File: config.mk
export PLATFORM = sky130hd
export DESIGN_NAME = instruction_fetch_unit
export DESIGN_NICKNAME = d
export VERILOG_FILES = /design/src/rtl/ifu_pkg.sv /design/src/rtl/instruction_fetch_unit_fifo.sv /design/src/rtl/instruction_fetch_unit.sv
export SDC_FILE = /design/constraint.sdc
export NUM_CORES = 1
export LEC_CHECK = 0
export CAP_MARGIN = 30
export CORE_ASPECT_RATIO = 1.1
export CORE_MARGIN = 8
export CORE_UTILIZATION = 31
export CTS_BUF_LIST = sky130_fd_sc_hd__clkbuf_4 sky130_fd_sc_hd__clkbuf_8
export DETAILED_ROUTE_END_ITERATION = 8
export SETUP_SLACK_MARGIN = 0.1
export SLEW_MARGIN = 20
export SYNTH_ARGS = -nofsm -noshare
export SYNTH_HDL_FRONTEND = slang
export SYNTH_SLANG_ARGS = --single-unit
File: constraint.sdc
create_clock -name HCLK -period 4.7 [get_ports HCLK]
set_clock_uncertainty 0.15 [all_clocks]
set_input_delay 0.47 -clock HCLK [delete_from_list [all_inputs] [get_ports HCLK]]
set_output_delay 0.47 -clock HCLK [all_outputs]
set_load 0.005 [all_outputs]
File: src/rtl/ifu_pkg.sv
// Shared types for the instruction fetch unit.
// Fetch states, buffer entry layout and address helpers.
package ifu_pkg;

  typedef enum logic [1:0] {
    IDLE,
    REQ,
    KILL
  } ifu_state_e;

  localparam int unsigned WORD_BYTES = 4;

  typedef struct packed {
    logic [31:0] data;
    logic [31:0] pc;
  } fifo_entry_t;

  function automatic logic [31:0] word_align(
    input logic [31:0] a
  );
    return a & ~32'(WORD_BYTES - 1);
  endfunction

endpackage

File: src/rtl/instruction_fetch_unit_fifo.sv
// Instruction buffer between the cache port and decode.
// Synchronous FIFO with flush; flush beats push and pop.
module fetch_fifo
  import ifu_pkg::*;
#(
  parameter int DEPTH = 4,
  localparam int AW = $clog2(DEPTH),
  localparam int CW = AW + 1
) (
  input  logic          HCLK,
  input  logic          HRESET,
  input  logic          push,
  input  fifo_entry_t   push_entry,
  input  logic          pop,
  input  logic          flush,
  output fifo_entry_t   head,
  output logic [CW-1:0] count,
  output logic          full,
  output logic          empty
);

  fifo_entry_t   mem [DEPTH];
  logic [AW-1:0] wr_ptr;
  logic [AW-1:0] rd_ptr;
  logic          do_push;
  logic          do_pop;

  assign empty   = (count == '0);
  assign full    = (count == CW'(DEPTH));
  assign do_pop  = pop && !empty && !flush;
  assign do_push = push && !flush
                && (!full || do_pop);
  assign head    = mem[rd_ptr];

  always_ff @(posedge HCLK or posedge HRESET) begin
    if (HRESET) begin
      wr_ptr <= '0;
      rd_ptr <= '0;
      count  <= '0;
    end else if (flush) begin
      wr_ptr <= '0;
      rd_ptr <= '0;
      count  <= '0;
    end else begin
      if (do_push) wr_ptr <= wr_ptr + 1'b1;
      if (do_pop)  rd_ptr <= rd_ptr + 1'b1;
      count <= count + CW'(do_push)
                     - CW'(do_pop);
    end
  end

  always_ff @(posedge HCLK) begin
    if (do_push) mem[wr_ptr] <= push_entry;
  end

endmodule

File: src/rtl/instruction_fetch_unit.sv
// Fetch stage: one-outstanding cache requests into a decode FIFO.
// IFU_PERF_COUNTERS_EN adds fetched/squashed response counters.
module instruction_fetch_unit
  import ifu_pkg::*;
#(
  parameter logic [31:0] RESET_PC   = 32'h0000_0000,
  parameter int          FIFO_DEPTH = 4
) (
  input  logic        HCLK,
  input  logic        HRESET,
  input  logic        fetch_en,
  output logic [31:0] cpu_addr,
  output logic        cpu_req,
  input  logic [31:0] cpu_data,
  input  logic        cpu_ready,
  output logic        inst_valid,
  output logic [31:0] inst_data,
  output logic [31:0] inst_pc,
  input  logic        inst_ready,
  input  logic        redirect_valid,
  input  logic [31:0] redirect_pc
`ifdef IFU_PERF_COUNTERS_EN
  ,
  output logic [31:0] perf_fetched,
  output logic [31:0] perf_squashed
`endif
);

  localparam int CW = $clog2(FIFO_DEPTH) + 1;

  ifu_state_e  state_q, state_d;
  logic [31:0] pc_q, pc_d;
  logic [31:0] addr_q, addr_d;
  logic [31:0] tgt;
  logic [31:0] pc_inc;
  logic        resp;
  logic        push;
  logic        pop;
  logic        post_room;

  fifo_entry_t   head;
  logic [CW-1:0] count;
  logic          full;
  logic          empty;

  assign cpu_req  = (state_q == REQ)
                 || (state_q == KILL);
  assign cpu_addr = addr_q;
  assign resp     = cpu_req && cpu_ready;
  assign tgt      = word_align(redirect_pc);
  assign pc_inc   = pc_q + 32'(WORD_BYTES);
  assign push     = (state_q == REQ) && resp
                 && !redirect_valid;
  assign pop      = inst_ready && !empty;

  // Occupancy once this cycle's push and pop land
  assign post_room =
    (count + CW'(1) - CW'(pop)) < CW'(FIFO_DEPTH);

  assign inst_valid = !empty;
  assign inst_data  = empty ? '0 : head.data;
  assign inst_pc    = empty ? '0 : head.pc;

  always_comb begin
    state_d = state_q;
    pc_d    = pc_q;
    addr_d  = addr_q;
    if (redirect_valid) pc_d = tgt;
    unique case (state_q)
      IDLE: begin
        if (fetch_en && (redirect_valid || !full)) begin
          state_d = REQ;
          addr_d  = pc_d;
        end
      end
      REQ: begin
        if (redirect_valid) begin
          if (!resp) begin
            state_d = KILL;
          end else if (fetch_en) begin
            addr_d = pc_d;
          end else begin
            state_d = IDLE;
          end
        end else if (resp) begin
          pc_d = pc_inc;
          if (fetch_en && post_room) addr_d = pc_inc;
          else state_d = IDLE;
        end
      end
      KILL: begin
        // Stale response is dropped; restart at the latest target
        if (resp) begin
          if (fetch_en && (redirect_valid || !full)) begin
            state_d = REQ;
            addr_d  = pc_d;
          end else begin
            state_d = IDLE;
          end
        end
      end
      default: state_d = IDLE;
    endcase
  end

  always_ff @(posedge HCLK or posedge HRESET) begin
    if (HRESET) begin
      state_q <= IDLE;
      pc_q    <= RESET_PC;
      addr_q  <= RESET_PC;
    end else begin
      state_q <= state_d;
      pc_q    <= pc_d;
      addr_q  <= addr_d;
    end
  end

  fetch_fifo #(
    .DEPTH(FIFO_DEPTH)
  ) u_fifo (
    .HCLK      (HCLK),
    .HRESET    (HRESET),
    .push      (push),
    .push_entry('{data: cpu_data, pc: addr_q}),
    .pop       (pop),
    .flush     (redirect_valid),
    .head      (head),
    .count     (count),
    .full      (full),
    .empty     (empty)
  );

`ifdef IFU_PERF_COUNTERS_EN
  logic squash;

  assign squash = resp
               && (redirect_valid || state_q == KILL);

  always_ff @(posedge HCLK or posedge HRESET) begin
    if (HRESET) begin
      perf_fetched  <= '0;
      perf_squashed <= '0;
    end else begin
      perf_fetched  <= perf_fetched + 32'(push);
      perf_squashed <= perf_squashed + 32'(squash);
    end
  end
`endif

endmodule

Word-level counts from Yosys, hierarchy flattened

Memories as Yosys holds them, arrays and structs flattened.
Index checks and enable logic that the tools add are counted.

Reductions and logical operators: 23
Bitwise gates (word level): 0
Add/sub/neg operators: 7
$mul: 0
Order comparisons: 1
Muxes and demuxes: 30
Div/mod/pow operators: 0
Equality and inequality tests: 11
Shift operators: 0

Operator list:

| operator                                                                | number |
|---|---|
| 32-bit two-way mux                                                      | 13 |
| 32-bit case mux with 3 select lines                                     | 1 |
| 32-bit by 3-bit adder with 32-bit output, second input constant         | 1 |
| 2-bit two-way mux                                                       | 11 |
| 1-bit logical AND                                                       | 10 |
| 5-bit AND reduction                                                     | 2 |
| 3-bit inequality test, second input constant                            | 3 |
| 2-bit inequality test, second input constant                            | 3 |
| 2-bit case mux with 3 select lines                                      | 1 |
| 3-bit by 1-bit subtractor with 3-bit output                             | 2 |
| 2-bit by 1-bit adder with 2-bit output, second input constant           | 2 |
| 4-bit inequality test, second input constant                            | 1 |
| 2-bit nonzero test                                                      | 2 |
| 3-bit by 1-bit adder with 3-bit output                                  | 1 |
| 3-bit by 1-bit adder with 3-bit output, second input constant           | 1 |
| 3-bit == test, second input constant                                    | 1 |
| 1-bit logical NOT                                                       | 3 |
| 3-bit logical NOT                                                       | 1 |
| 1-bit logical OR                                                        | 3 |
| 3-bit less-than comparator, second input constant                       | 1 |
| 1-bit two-way mux                                                       | 3 |
| 3-bit two-way mux                                                       | 1 |
| 3-bit by 2-bit inequality test with 1-bit output, second input constant | 1 |
| 3-bit nonzero test                                                      | 1 |
| other kinds (3)                                                         | 3 |

RAM bits: 256
Output and inout port bits: 98
Memories kept: 1
Logic and storage cells: 79
Bits in read-only memories: 0
Flip-flop bits (word level): 73
Bits of input ports: 70
Latch bits: 0

Memory list:

| name       | words | bits a word | rd ports | clocked after Yosys merged registers in | write ports | RTL line                          | text |
|---|---|---|---|---|---|---|---|
| u_fifo.mem | 4     | 64          | 1        | 0                                       | 1           | instruction_fetch_unit_fifo.sv:22 | `fifo_entry_t mem [DEPTH];` |

Depth between registers and ports, before layout

Word-level depth: 10
Depth in mapped cells: 11
Gate-level depth less buffers: 10

Hierarchy

A second synthesis with hierarchy kept.

Cells, all modules: 906
Area, all modules: 14094.8 µm²

Modules (own cells, without submodules):

| module                 | instances | seq. area each (µm²) | area an instance (µm²) | cells each |
|---|---|---|---|---|
| fetch_fifo             | 1         | 7862.5               | 9719.3                 | 381 |
| instruction_fetch_unit | 1         | 1651.6               | 4375.4                 | 525 |

Least setup slack after synthesis

OpenSTA, ideal clock, no wires.

Kind: reg-to-reg
Start point: reg state_q[1]
End point: mem u_fifo.mem[1][0] (netlist bit), enable pin
Clock period less this slack: 3895 ps
Setup slack: 805 ps
Arrival time: 3316 ps
Data required time: 4121 ps
Library setup time: 429 ps
Stages on the path, launching flop included: 8
Buffers on the path: 1
Path through: dfrtp_1 -> inv_1 -> ha_1 -> clkbuf_1 -> nor2b_1 -> nand2_1 -> a31oi_1 -> and2_1

Word-level cells in the longest chain between the ends: 9
Elaborated cells between the ends (all ways): 10
Classes of those cells: 2 x eq/ne; 2 x mux; 6 x reduce/logical

RTL lines:

| what                                                                      | RTL line                                                                                 | text |
|---|---|---|
| start: declaration                                                        | instruction_fetch_unit.sv:31                                                             | `ifu_state_e state_q, state_d;` |
| start signal: assignment                                                  | instruction_fetch_unit.sv:112                                                            | `state_q <= state_d;` |
| 2-bit by 1-bit == test with 1-bit output or 2-bit == test (tied branches) | instruction_fetch_unit.sv:46, instruction_fetch_unit.sv:52, instruction_fetch_unit.sv:47 |  |
| 1-bit logical OR                                                          | instruction_fetch_unit.sv:47                                                             | `\|\| (state_q == KILL);` |
| 1-bit logical AND                                                         | instruction_fetch_unit.sv:49                                                             | `assign resp = cpu_req && cpu_ready;` |
| 1-bit logical AND (*)                                                     | instruction_fetch_unit.sv:52                                                             | `assign push = (state_q == REQ) && resp` |
| 1-bit logical AND (*)                                                     | instruction_fetch_unit.sv:53                                                             | `&& !redirect_valid;` |
| 1-bit logical AND (*)                                                     | instruction_fetch_unit_fifo.sv:31                                                        | `assign do_push = push && !flush` |
| 1-bit logical AND (*)                                                     | instruction_fetch_unit_fifo.sv:32                                                        | `&& (!full \|\| do_pop);` |
| 1-bit two-way mux (*)                                                     | instruction_fetch_unit_fifo.sv:53                                                        | `if (do_push) mem[wr_ptr] <= push_entry;` |
| 1-bit two-way mux (not written as such) (*)                               | instruction_fetch_unit_fifo.sv:53                                                        |  |
| end: declaration                                                          | instruction_fetch_unit_fifo.sv:22                                                        |  |

Mark *: on every way between the ends. The rest lies on a longest branch, timed or not.

Worst setup path in the final report

Start point: reg u_fifo.rd_ptr[0]
End point: out inst_pc[2]

Word-level cells in the longest chain between the ends: 2

RTL lines:

| what                     | RTL line                          | text |
|---|---|---|
| start: declaration       | instruction_fetch_unit_fifo.sv:24 | `logic [AW-1:0] rd_ptr;` |
| start signal: assignment | instruction_fetch_unit_fifo.sv:46 | `if (do_pop) rd_ptr <= rd_ptr + 1'b1;` |
| memory read 4 x 64 bit   | --                                |  |
| 32-bit two-way mux       | instruction_fetch_unit.sv:62      | `assign inst_pc = empty ? '0 : head.pc;` |
| end: declaration         | instruction_fetch_unit.sv:18      | `output logic [31:0] inst_pc,` |

No other way between the ends.

==> results.py <==
metrics = {
    "outcome": {
        "outcome": "complete, no violations",
    },
    "floorplan": {
        "row_count": 82,
        "ios": 168,
        "die-area_sq_mm": 0.0533,
        "die_y_um": 241,
        "initial_core_util_pct": 31.4,
        "die_w_um": 221,
        "fp.coreArea_sq_mm": 0.0456,
    },
    "critical_path": {
        "timing.critical_path.slowest_stage_cell": "dfrtp_4",
        "worstSetupPathType": "flop to output pin",
        "cpPeakStageDelay_ns": 0.90,
        "reg2reg_from": "state_q[1]$_DFFE_PP0P_",
        "cp_max_fo": 34,
        "r2r_slack_ns": 1.30,
        "reg2regPathDepth": 8,
        "critPathArrivalTime_ns": 3.06,
        "cpLargestDelayFamily": "flip-flops",
        "worst_setup_path_end_kind": "output pin",
        "start_kind": "flop",
        "path_cells": "buf_12 -> mux4_2 -> and2_1 -> clkdlybuf4s50_1",
        "cp.buffers_inverters": 2,
        "timing.rr.end": "cpu_addr[0]$_DFFE_PP0P_",
        "worst_ep_required_time_ns": 4.08,
    },
    "grt": {
        "grt_max_degree": 45,
        "grt_use_total_pct": 13.3,
        "grt_pass1_vias": 9288,
        "grt_antenna_before_repair": 3,
        "gr-total-overflow": 0,
        "grt_pass1_wl_um": 55700,
    },
    "layout": {
        "postLayoutCoreUtil_pct": 39.1,
        "stdcell_area_sq_mm": 0.0178,
        "syn2layout_area_growth_pct": 24.3,
        "nNetsFinal": 1204,
        "fillCellCount": 4258,
        "multi_input_area_sq_mm": 0.00443,
        "area.sequential_sq_mm": 0.00952,
        "drive_above_1_share_pct": 16.8,
    },
    "synthesis": {
        "ys_ff_latch": 329,
        "yosysWarnings": 0,
        "synth_top_area_cell": "edfxtp_1",
        "async_flop_share_pct": 22.2,
        "synth_nets": 1028,
        "seq_area_frac_synth_pct": 66.5,
        "ys_top_cells_by_area": "edfxtp_1 54%, dfrtp_1 13%, mux4_2 10%",
        "synth_area_sq_mm": 0.0143,
        "yosysTopAreaCellShare_pct": 53.7,
        "synthDistinctLibCells": 61,
        "synth_ff_type": "edfxtp_1",
        "synth_edf_count": 256,
        "syn-instance-count": 946,
        "syn_area_per_cell_sq_um": 15.1,
    },
    "drt": {
        "viasPerCell": 5.08,
        "antenna_left": 0,
        "wl_um": 36100,
        "num_vias": 8909,
        "drt-pass1-iter-count": 5,
        "initialDrtViolationCount": 684,
        "drcViolationCount": 0,
        "wire_per_inst_um": 20.6,
    },
    "sta": {
        "finalHoldViolCount": 0,
        "tns_ns": 0,
        "setup_viol": 0,
        "min_period_ns": 3.68,
        "tightest_slew_ns": 1.01,
        "rsz0062_at_grt": "false",
        "slew_headroom_pct": 32.7,
        "finalCritPeriodShare_pct": 78.2,
        "max_freq_ghz": 0.272,
        "slew_violations": 0,
    },
    "clock_network": {
        "cts_buffers": 52,
        "cts.sinks": 329,
        "hold_buffers": 0,
        "cts_tree": "done",
        "cts_setup_buffers": 0,
        "root_buffer": "clkbuf_8",
        "clk_latency_ns": 0.57,
        "ctsResizeCount": 0,
        "path_clk_slew_ns": 0.06,
        "h-tree-depth": 2,
        "clockBufferDepth": 3,
    },
    "placement": {
        "port_buffers": 165,
        "hpwl_um": 24100,
        "gp_congestion": 0.881,
        "placedInstanceArea_sq_mm": 0.0167,
    },
    "pwr": {
        "p_leak_nw": 5.93,
        "max-vdd-ir-drop_mv": 0.206,
        "p_per_area_mw_per_mm2": 542,
        "total_power_w": 0.00965,
    },
    "flow_run": {
        "maxCapViolCount": 0,
    },
    "worst_hold_path": {
        "hp-class": "primary input to async pin",
    },
}
[cells by family after synthesis]
kind of cell / share of synthesized area (%)
AO/OA/AOI/OAI: 6.66
XOR/XNOR: 1.47
adder cells (fa/ha/maj): 1.10
buffers and inverters: 2.65
flip-flops: 66.5
multiplexers: 11.3
AND/OR/NAND/NOR: 10.3
[registers in the layout, summed over array words and instances (netlist names)]
signal,cells
u_fifo.rd_ptr,2
cpu_addr,32
u_fifo.mem,256
u_fifo.count,3
state_q,2
u_fifo.wr_ptr,2
pc_q,32
[worst max-delay path by stage]
stage                                       startpoint                         end  slack, ns  depth (start not counted)
after global placement          state_q[1]$_DFFE_PP0P_     cpu_addr[1]$_DFFE_PP0P_       1.36                          8
after CTS                 u_fifo.rd_ptr[0]$_DFFE_PP0P_                  inst_pc[2]       0.89                          4
after detailed placement        state_q[1]$_DFFE_PP0P_    cpu_addr[28]$_DFFE_PP0P_       1.32                          8
after floorplan                 state_q[1]$_DFFE_PP0P_  u_fifo.mem[1][0]$_DFFE_PP_       0.81                          7
after global routing      u_fifo.rd_ptr[0]$_DFFE_PP0P_                  inst_pc[2]       0.79                          4
final                     u_fifo.rd_ptr[0]$_DFFE_PP0P_                  inst_pc[2]       1.02                          4
[layout make-up]
class	instances	share of cell area, %
timing repair buffer	192	11.0
inverter	26	0.548
tap	588	4.13
sequential	329	53.5
antenna	2	0.0281
clock buffer	67	4.69
clock inverter	29	1.17
multi-input combinational	521	24.9
[power by group]
group | switching (W) | internal [W] | leakage, nW | total [W]
clock | 0.00109 | 0.00133 | 0.545 | 0.00242
sequential | 0.000456 | 0.00358 | 3.17 | 0.00404
combinational | 0.00146 | 0.00174 | 2.22 | 0.00320
total | 0.00301 | 0.00665 | 5.93 | 0.00965
[through the flow]
| step | instances | worst slack (ns) | hold WS, ns |
|---|---|---|---|
| floorplan | 946 | 0.805 | 0.322 |
| global placement | 1653 | 1.36 | 0.365 |
| detailed placement | 1655 | 1.32 | 0.380 |
| CTS | 1751 | 0.886 | 0.175 |
| global route | 1753 | 0.788 | 0.217 |
| finish | 1754 | 1.02 | 0.199 |
[worst reg2reg max path, cell delays in order (launching register included)]
cell      delay (ns)
dfrtp_1         0.43
inv_1           0.09
ha_1            0.16
buf_4           0.38
nand2b_1        0.37
a21oi_1         0.27
or2_1           0.69
buf_4           0.38
mux2_2          0.36
[Yosys cell counts (3+ instances only)]
cell	count
edfxtp_1	256
dfrtp_1	73
and2_1	70
mux4_2	64
clkbuf_1	52
nor2_1	50
o21ai_0	35
nand2_1	33
nor3_1	31
a311oi_1	27
inv_1	25
xnor2_1	18
nand4_1	17
nand3_1	16
buf_2	12
a21oi_1	11
ha_1	11
nor4_1	11
a211oi_1	9
and3_1	9
and4_1	9
mux2i_1	9
o31ai_1	9
mux2_2	8
nand2b_1	6
or3_1	6
xor2_1	6
a221oi_1	5
a31oi_1	5
buf_1	5
nor2b_1	5
a211o_1	3
a22o_1	3
a22oi_1	3
nor3b_1	3
[metal layers]
metal / vias to the layer above / global-route usage [%] / share of wire, %
met1: 4527 / 16.7 / 43
met5: - / 0 / 0.028
met4: 2 / 4.59 / 2.5
met3: 63 / 3.08 / 5.5
li1: 4051 / - / -
met2: 266 / 22.6 / 49
[cell usage in the layout, fill, tap and decap left out, drive strengths merged, types with 6 or more instances in the layout]
master	n
and2	70
buf	27
a211oi	9
nor2	50
or3	6
xor2	6
edfxtp	256
o21ai	35
ha	11
mux4	64
nand2	33
xnor2	18
mux2i	9
o31ai	9
and4	9
nor4	11
nand2b	6
a21oi	11
mux2	8
nand4	18
nand3	16
inv	26
clkdlybuf4s50	164
dfrtp	73
clkbuf	68
a311oi	27
nor3	31
and3	9
clkinv	24
Power figures use the tool's default switching activity.
